==> src/rtl/hazard_ctrl.sv <==
// rtl/hazard_ctrl.sv - hazard controller for a 5-stage RISC-V pipeline
// Tracks E/M/W register use and drives forwarding selects, stalls, flushes and event counters.
module hazard_ctrl #(
  parameter int RW = 5,
  parameter int CW = 16
) (
  input  logic          clk,
  input  logic          rst_n,
  input  logic [RW-1:0] Rs1D,
  input  logic [RW-1:0] Rs2D,
  input  logic [RW-1:0] RdD,
  input  logic          RegWriteD,
  input  logic          LoadD,
  input  logic          PCSrcE,
  output logic [1:0]    ForwardAE,
  output logic [1:0]    ForwardBE,
  output logic          StallF,
  output logic          StallD,
  output logic          FlushD,
  output logic          FlushE,
  output logic [CW-1:0] StallCount,
  output logic [CW-1:0] FlushCount
);

  logic [RW-1:0] rs1_e, rs2_e, rd_e, rd_m, rd_w;
  logic          reg_write_e, load_e, reg_write_m, reg_write_w;
  logic          lw_stall;

  localparam logic [CW-1:0] CNT_ONE = {{(CW-1){1'b0}}, 1'b1};

  function automatic logic [1:0] fwd_sel(
    input logic [RW-1:0] rs,
    input logic          we_m,
    input logic [RW-1:0] rd_m_i,
    input logic          we_w,
    input logic [RW-1:0] rd_w_i
  );
    logic [1:0] sel;
    sel = 2'b00;
    if (we_m && (rd_m_i != '0) && (rd_m_i == rs)) begin
      sel = 2'b10;
    end else if (we_w && (rd_w_i != '0) && (rd_w_i == rs)) begin
      sel = 2'b01;
    end
    return sel;
  endfunction

  always_comb begin
    ForwardAE = fwd_sel(rs1_e, reg_write_m, rd_m, reg_write_w, rd_w);
    ForwardBE = fwd_sel(rs2_e, reg_write_m, rd_m, reg_write_w, rd_w);
  end

  always_comb begin
    lw_stall = 1'b0;
    if (load_e && reg_write_e && (rd_e != '0)) begin
      lw_stall = (rd_e == Rs1D) || (rd_e == Rs2D);
    end
    StallF = lw_stall && !PCSrcE;
    StallD = lw_stall && !PCSrcE;
    FlushD = PCSrcE;
    FlushE = lw_stall || PCSrcE;
  end

  // Rd and Load are gated by RegWrite so a non-writing D instruction never carries X into E.
  always_ff @(posedge clk or negedge rst_n) begin
    if (!rst_n) begin
      rs1_e       <= '0;
      rs2_e       <= '0;
      rd_e        <= '0;
      reg_write_e <= 1'b0;
      load_e      <= 1'b0;
      rd_m        <= '0;
      reg_write_m <= 1'b0;
      rd_w        <= '0;
      reg_write_w <= 1'b0;
    end else begin
      rd_w        <= rd_m;
      reg_write_w <= reg_write_m;
      rd_m        <= rd_e;
      reg_write_m <= reg_write_e;
      if (FlushE) begin
        rs1_e       <= '0;
        rs2_e       <= '0;
        rd_e        <= '0;
        reg_write_e <= 1'b0;
        load_e      <= 1'b0;
      end else begin
        rs1_e       <= Rs1D;
        rs2_e       <= Rs2D;
        rd_e        <= RegWriteD ? RdD : '0;
        reg_write_e <= RegWriteD;
        load_e      <= RegWriteD && LoadD;
      end
    end
  end

  always_ff @(posedge clk or negedge rst_n) begin
    if (!rst_n) begin
      StallCount <= '0;
      FlushCount <= '0;
    end else begin
      if (StallD && !(&StallCount)) begin
        StallCount <= StallCount + CNT_ONE;
      end
      if (FlushD && !(&FlushCount)) begin
        FlushCount <= FlushCount + CNT_ONE;
      end
    end
  end

endmodule
==> config.mk <==
export PLATFORM = sky130hd
export DESIGN_NAME = hazard_ctrl
export DESIGN_NICKNAME = d
export VERILOG_FILES = /design/src/rtl/hazard_ctrl.sv
export SDC_FILE = /design/constraint.sdc
export NUM_CORES = 1
export LEC_CHECK = 0
export BUFFER_PORTS_ARGS = -buffer_cell sky130_fd_sc_hd__clkbuf_2
export CORE_MARGIN = 3
export CORE_UTILIZATION = 40
export DETAILED_ROUTE_END_ITERATION = 12
export PLACE_DENSITY_LB_ADDON = 0.12
export SLEW_MARGIN = 5
export SYNTH_ARGS = -nofsm -noshare
export SYNTH_HDL_FRONTEND = slang
export SYNTH_SLANG_ARGS = --single-unit
export TNS_END_PERCENT = 20
==> constraint.sdc <==
create_clock -name clk -period 1.8 [get_ports clk]
set_input_delay 0.18 -clock clk [delete_from_list [all_inputs] [get_ports clk]]
set_output_delay 0.18 -clock clk [all_outputs]
set_load 0.005 [all_outputs]
==> results of run 1 <==
## cells in the final DEF, fill, tap and decap left out, types with 2 or more instances in the layout
cell type / count
and2_1: 11
and3_1: 10
and4_1: 3
buf_12: 4
buf_2: 2
buf_4: 31
buf_6: 7
bufinv_16: 2
clkbuf_2: 57
clkbuf_8: 11
clkinv_2: 2
dfrtp_1: 61
ha_1: 2
inv_1: 3
nand2_1: 11
nand3_1: 13
nand3_2: 3
nand4_1: 10
nand4b_1: 4
nor2_1: 9
nor2b_1: 3
nor3_1: 4
nor3_2: 2
nor3b_1: 2
nor4_2: 2
nor4_4: 2
or4_1: 2
or4_4: 3
xnor2_1: 28
xnor2_2: 8
xor2_1: 23
## registers in the layout, summed over array words and instances (netlist names)
signal and count:
rd_e 5, rd_m 5, load_e 1, reg_write_e 1, reg_write_w 1, rd_w 5, rs1_e 5, reg_write_m 1
rs2_e 5, StallCount 16, FlushCount 16
## power by group through the flow
| stage | logic, W | registers, W | clock network (W) |
|---|---|---|---|
| floorplan | 0.000204 | 0.00161 | 0 |
| detailed placement | 0.000472 | 0.00161 | 0 |
| global route | 0.000591 | 0.00161 | 0.00147 |
| CTS | 0.000498 | 0.00158 | 0.00141 |
| global placement | 0.000465 | 0.00161 | 0 |
| finish | 0.000532 | 0.00159 | 0.00137 |
## metrics by stage
stage          utilization (%)  TNS, ns
6_report                  61.3    -2.57
5_1_grt                   61.3    -4.86
3_3_place_gp              52.6   -0.281
4_1_cts                   58.3    -2.14
3_5_place_dp              52.6   -0.436
2_1_floorplan                -  -0.0114
## routing by layer
metal  wire length [µm]  vias up  share of wire [%]  track usage (%)
met2               3190       50                 49             25.6
met4                122        0                1.9             7.27
met5                  0        -                  0                0
li1                   -     1064                  -                -
met3                270       13                4.1             4.26
met1               2940     1053                 45             22.4
## worst max-delay path: stages, from the launching register on
cell     delay, ns
dfrtp_1       0.39
buf_6         0.12
xor2_1        0.12
or4_1         0.54
nor4_2        0.27
buf_2         0.15
## how the worst max path moves through the flow
stage                 start             to  slack [ns]
floorplan           rd_e[4]  StallCount[1]       -0.01
detailed placement  rd_e[4]         FlushE       -0.05
CTS                 rd_w[0]   ForwardAE[0]       -0.32
global placement    rd_m[1]   ForwardBE[0]       -0.04
finish              rd_w[2]   ForwardBE[0]       -0.31
global route        rd_m[2]   ForwardAE[0]       -0.39
## logic make-up (layout without fill, tap and decap cells)
family	count (synthesis)	after routing	synth area share, %
AO/OA/AOI/OAI	9	9	2.93
XOR/XNOR	59	59	18.3
adder cells (fa/ha/maj)	2	2	0.888
buffers and inverters	11	122	2.22
flip-flops	61	61	54.2
multiplexers	2	2	0.800
AND/OR/NAND/NOR	101	101	20.6
## cells in the mapped netlist (all sizes together)
library cell and n:
a21oi 2, a41oi 2, and2 11, and3 11
and4 3, buf 6, clkbuf 1, dfrtp 61
ha 2, inv 4, mux2 2, nand2 12
nand2b 1, nand3 16, nand3b 1, nand4 10
nand4b 4, nor2 10, nor2b 3, nor3 6
nor3b 2, nor4 5, nor4bb 1, o2111ai 1
o211ai 1, o21ai 2, o22ai 1, or4 5
xnor2 36, xor2 23
## final cells by class
class,count,area (µm²)
inverters,4,15.0
well taps,93,116
fillers,532,2540
repair buffers,102,697
clock buffers,12,155
multi-input cells,173,1450
flip-flops and latches,61,1530
clock inverters,4,70.1
## repair_timing
| item | CTS | global route |
|---|---|---|
| hold buffers | 1 | 0 |
| pin swaps | 12 | 25 |
| setup buffers | 10 | 3 |
| cloned | 0 | 0 |
| gates resized for setup | 15 | 34 |
| endpoints found under the setup margin | 20 | 43 |
| endpoints found under the hold margin | 61 | 0 |
==> results.md, run 1 <==
- Outcome: finished with violations
- Failing checks: setup timing
- Final #Nets: 373
- Post-DP HPWL: 4350 µm
- Final worst path period share: 117%
- Global-route usage over all layers: 16.7%
- Slew Limit Fails: 0
- Critical Path Fanout Max: 2
- Final setup skew: 0.00835 ns
- Sw frac: 25.4%
- Worst hold path endpoint: load_e
- RSZ-0062 raised after global routing: yes
- Synthesis-to-layout area growth: 43.0%
- Clk pin slew, worst setup/hold paths: 0.07 ns
- Clock Tree Buf Depth: 2
- Ant diodes: 0
- Gate power share: 15.2%
- Worst Min Path Start: LoadD
- Netlist cell types: 34
- Top-area cell type share of the netlist area: 54.2%
- Drt pass-1 iters: 4
- Vias in the first global route: 2290
- Pre-CTS setup slack: -0.0483 ns
- Static leakage: 2.00 nW
- Syn Inst Count: 245
- Slew at the pin closest to its max-slew limit: 0.387 ns
- Seq cells post-synth: 61
- FF-to-FF setup slack: -0.10 ns
- Via count: 2180
- GRT Residual Overflow: 0
- Root buf cell: clkbuf_8
- Gpl congestion: 0.792
- Placed instance area: 0.00345 mm²
- Critical path arrival: 1.93 ns
- Max rail drop VDD: 0.469 mV
- Cell internal pwr: 0.00261 W
- Clock sinks: 61
- Top cells by area, synth: dfrtp_1 (54%), xnor2_1 (11%), xor2_1 (7.2%)
- Worst-Skew Late Latency: 0.34 ns
- Buffers on Ports: 59
- Ys Warns: 0
- Die height: 89.9 µm
- Final setup violation count: 22
- Ports: 60
- Hold Vio Cnt, Final: 0
- Max-cap viol count: 0
- Crit Path Category: reg -> out
- CTS tree: done
- Max H-tree Level: 3
- Initial antenna violation count: 0
- Sequential area share after synthesis: 54.2%
- Antenna-violating nets left: 0
- Mapped Nets: 267
- Tot Pwr: 0.00350 W
- Fin cells: 449
- R2r startpoint: rd_e[4]
- Share of layout cells above drive strength 1: 42.1%
- Crit. End Element: output port
- Max_slew headroom: 74.2%
- Mapped Avg Cell Area: 11.5 µm²
- Initial Util: 42.9%
- R2R depth: 8
- Tmin final: 2.11 ns
- Clock Power Share: 39.3%
- First-pass GRT wire length: 10900 µm
- WHS Path Cells: 2
- Placed Cells: 420
- DRC viols: 0
- Largest net degree at the start of global routing: 62
- Crit start category: flop
- Detailed Route WL: 6520 µm
- Core Region: 0.00657 mm²
- Sequential share of power: 45.5%
- Hold slack: 0.0790 ns
- Final WS setup: -0.313 ns
- NetSw: 0.000888 W
- Starting DRC count in detailed routing: 62
- Die Area: 0.00808 mm²
- Chip Width: 89.9 µm
- FP Rows: 29
- Cell taking the most area after synthesis: dfrtp_1
- Total CTS buffers: 9
- Power density over the cells: 868 mW/mm²
- Final Cell Area: 0.00403 mm²
- R2R Path End: rs2_e[0]
- DR vias/cell: 4.86
- Critical Path RT: 1.62 ns
- DR WL/cell: 14.5 µm
- Peak Freq: 473 MHz
- HP Class: in -> reg
- Syn Std Cell Area: 0.00282 mm²
Note: power is estimated with default switching activity, not from simulation.
==> inputs of run 2 (changes only) <==
--- a/config.mk
+++ b/config.mk
@@ -8,6 +8,7 @@
 export BUFFER_PORTS_ARGS = -buffer_cell sky130_fd_sc_hd__clkbuf_2
 export CORE_MARGIN = 3
 export CORE_UTILIZATION = 40
+export CTS_BUF_LIST = sky130_fd_sc_hd__clkbuf_4 sky130_fd_sc_hd__clkbuf_8
 export DETAILED_ROUTE_END_ITERATION = 12
 export PLACE_DENSITY_LB_ADDON = 0.12
 export SLEW_MARGIN = 5
==> results.md, run 2 (synthesis gave the netlist of run 1 again) <==
- Outcome: finished with violations
- Failing checks: setup timing
- Antenna-violating nets left: 0 (unchanged)
- Total CTS buffers: 9 (unchanged)
- Initial antenna violation count: 0 (unchanged)
- Critical Path Fanout Max: 2 (unchanged)
- Slew Limit Fails: 0 (unchanged)
- Commonest non-fill, non-tap cell in the layout: dfrtp_1
- Max H-tree Level: 3 (unchanged)
- Hold Vio Cnt, Final: 0 (unchanged)
- Tot Pwr: 0.00351 W (+0.44%)
- Worst-Skew Late Latency: 0.34 ns (about the same)
- Largest net degree at the start of global routing: 62 (unchanged)
- Slew at the pin closest to its max-slew limit: 0.385 ns (-0.00274 ns)
- Max-cap viol count: 0 (unchanged)
- Vias in the first global route: 2290 (unchanged)
- Buffers on Ports: 59 (unchanged)
- Top Registers: FlushCount (16), StallCount (16)
- Crit Path Category: reg -> out
- HP Class: in -> reg
- Max rail drop VDD: 0.469 mV (about the same)
- Most frequent cells in the layout: dfrtp_1 (61), clkbuf_2 (57), buf_4 (31)
- CP cell instances: buf_6, xor2_1, or4_1, nor4_2, buf_2
- Synthesis-to-layout area growth: 43.2% (about the same)
- Die Area: 0.00808 mm² (unchanged)
- Clock sinks: 61 (unchanged)
- Ports: 60 (unchanged)
- Crit start category: flop
- DR vias/cell: 4.86 (unchanged)
- Bufs and invs on worst path: 2 (unchanged)
- Clk pin slew, worst setup/hold paths: 0.07 ns (about the same)
- Final setup violation count: 22 (unchanged)
- Tmin final: 2.12 ns (+0.00341 ns)
- Final #Nets: 373 (unchanged)
- Critical Path Slowest Stage Cell: or4_1
- Critical Path RT: 1.62 ns (about the same)
- DRC viols: 0 (unchanged)
- Ant diodes: 0 (unchanged)
- Crit path largest cell delay: 0.54 ns (about the same)
- CTS tree: done
- Final WS setup: -0.317 ns (-0.00341 ns)
- Share of layout cells above drive strength 1: 42.4% (+0.28 points)
- Crit. End Element: output port
- Critical path arrival: 1.94 ns (about the same)
- Chip Width: 89.9 µm (unchanged)
- Detailed Route WL: 6510 µm (-0.11%)
- DR WL/cell: 14.5 µm (-0.11%)
- Global-route usage over all layers: 16.7% (unchanged)
- Final setup skew: 0.00840 ns (+0.0000520 ns)
- Root buf cell: clkbuf_8
- Die height: 89.9 µm (unchanged)
- Via count: 2180 (unchanged)
- GRT Residual Overflow: 0 (unchanged)
- Power density over the cells: 871 mW/mm² (+0.35%)
- First-pass GRT wire length: 10900 µm (unchanged)
- Core Region: 0.00657 mm² (unchanged)
- Starting DRC count in detailed routing: 62 (unchanged)
- Static leakage: 2.00 nW (+0.17%)
- Clock Tree Buf Depth: 2 (unchanged)
- FP Rows: 29 (unchanged)
- Filler Cell Count: 530 (-0.38%)
- Gpl congestion: 0.792 (unchanged)
- Crit path max-delay family: simple AND/OR/NAND/NOR gates
- Peak Freq: 472 MHz (-0.16%)
- Hold slack: 0.0787 ns (-0.000287 ns)
- Initial Util: 42.9% (unchanged)
- Post-DP HPWL: 4350 µm (unchanged)
- Drt pass-1 iters: 6 (+2)
- Final worst path period share: 118% (+0.19 points)
- Max_slew headroom: 74.4% (+0.18 points)
- RSZ-0062 raised after global routing: yes
- Final Util: 61.4% (about the same)
-- run 2: cell counts in the layout (fill, tap and decap cells not counted) --
No cell type changed its count.
-- run 2: timing repair --
action,CTS,global route
hold buffers,1,0
resized for setup,15,34
endpoints found under the hold margin,61,0
setup buffers,10,3
endpoints found under the setup margin,20,43
pin swaps,12,25
-- run 2: area by class of cell --
class,instances,area [µm²],area share (%)
clock buffers,12,159,3.94
clock inverters,4,70.1,1.74
inverters,4,15.0,0.372
multi-input cells,173,1450,35.9
flip-flops and latches,61,1530,37.9
well taps,93,116,2.89
repair buffers,102,697,17.3
-- run 2: where the power goes --
part / switching (W) / total, W / internal [W]
Clock: 0.000525 / 0.00139 / 0.000866
Combinational: 0.000248 / 0.000531 / 0.000283
Sequential: 0.000115 / 0.00159 / 0.00148
-- run 2: path summary, 6_finish.rpt --
kind                             start            end  slack, ns  cells after the start
max reg2reg                    rd_e[4]       rs2_e[0]      -0.10                      8
max in group asynchronous        rst_n  FlushCount[8]       1.13                      3
max                            rd_w[2]   ForwardBE[0]      -0.32                      5
min in group asynchronous        rst_n        rd_w[1]       0.39                      3
min                              LoadD         load_e       0.08                      2
min reg2reg                reg_write_m    reg_write_w       0.46                      0
-- run 2: worst register-to-register path: stages, from the launching register on --
cell and delay, ns:
dfrtp_1 0.37, or4_4 0.54, o211ai_4 0.22, inv_2 0.08, a21oi_4 0.15, buf_6 0.11
buf_6 0.11, buf_12 0.11, and2_1 0.13
-- run 2: per-stage QoR --
stage / instances / cell area [µm²] / setup slack [ns] / setup TNS, ns
2_1_floorplan: 245 / 2830 / -0.0114 / -0.0114
3_3_place_gp: 420 / 3450 / -0.0426 / -0.281
3_5_place_dp: 420 / 3450 / -0.0483 / -0.436
4_1_cts: 447 / 3830 / -0.317 / -2.14
5_1_grt: 449 / 4030 / -0.386 / -4.86
6_report: 449 / 4030 / -0.317 / -2.58
-- run 2: metal layers --
metal	GRT usage, %	vias up	wire length (µm)
met5	0	-	0
met4	7.27	0	122
met3	4.26	13	270
met2	25.6	50	3180
met1	22.4	1053	2940
li1	-	1064	-
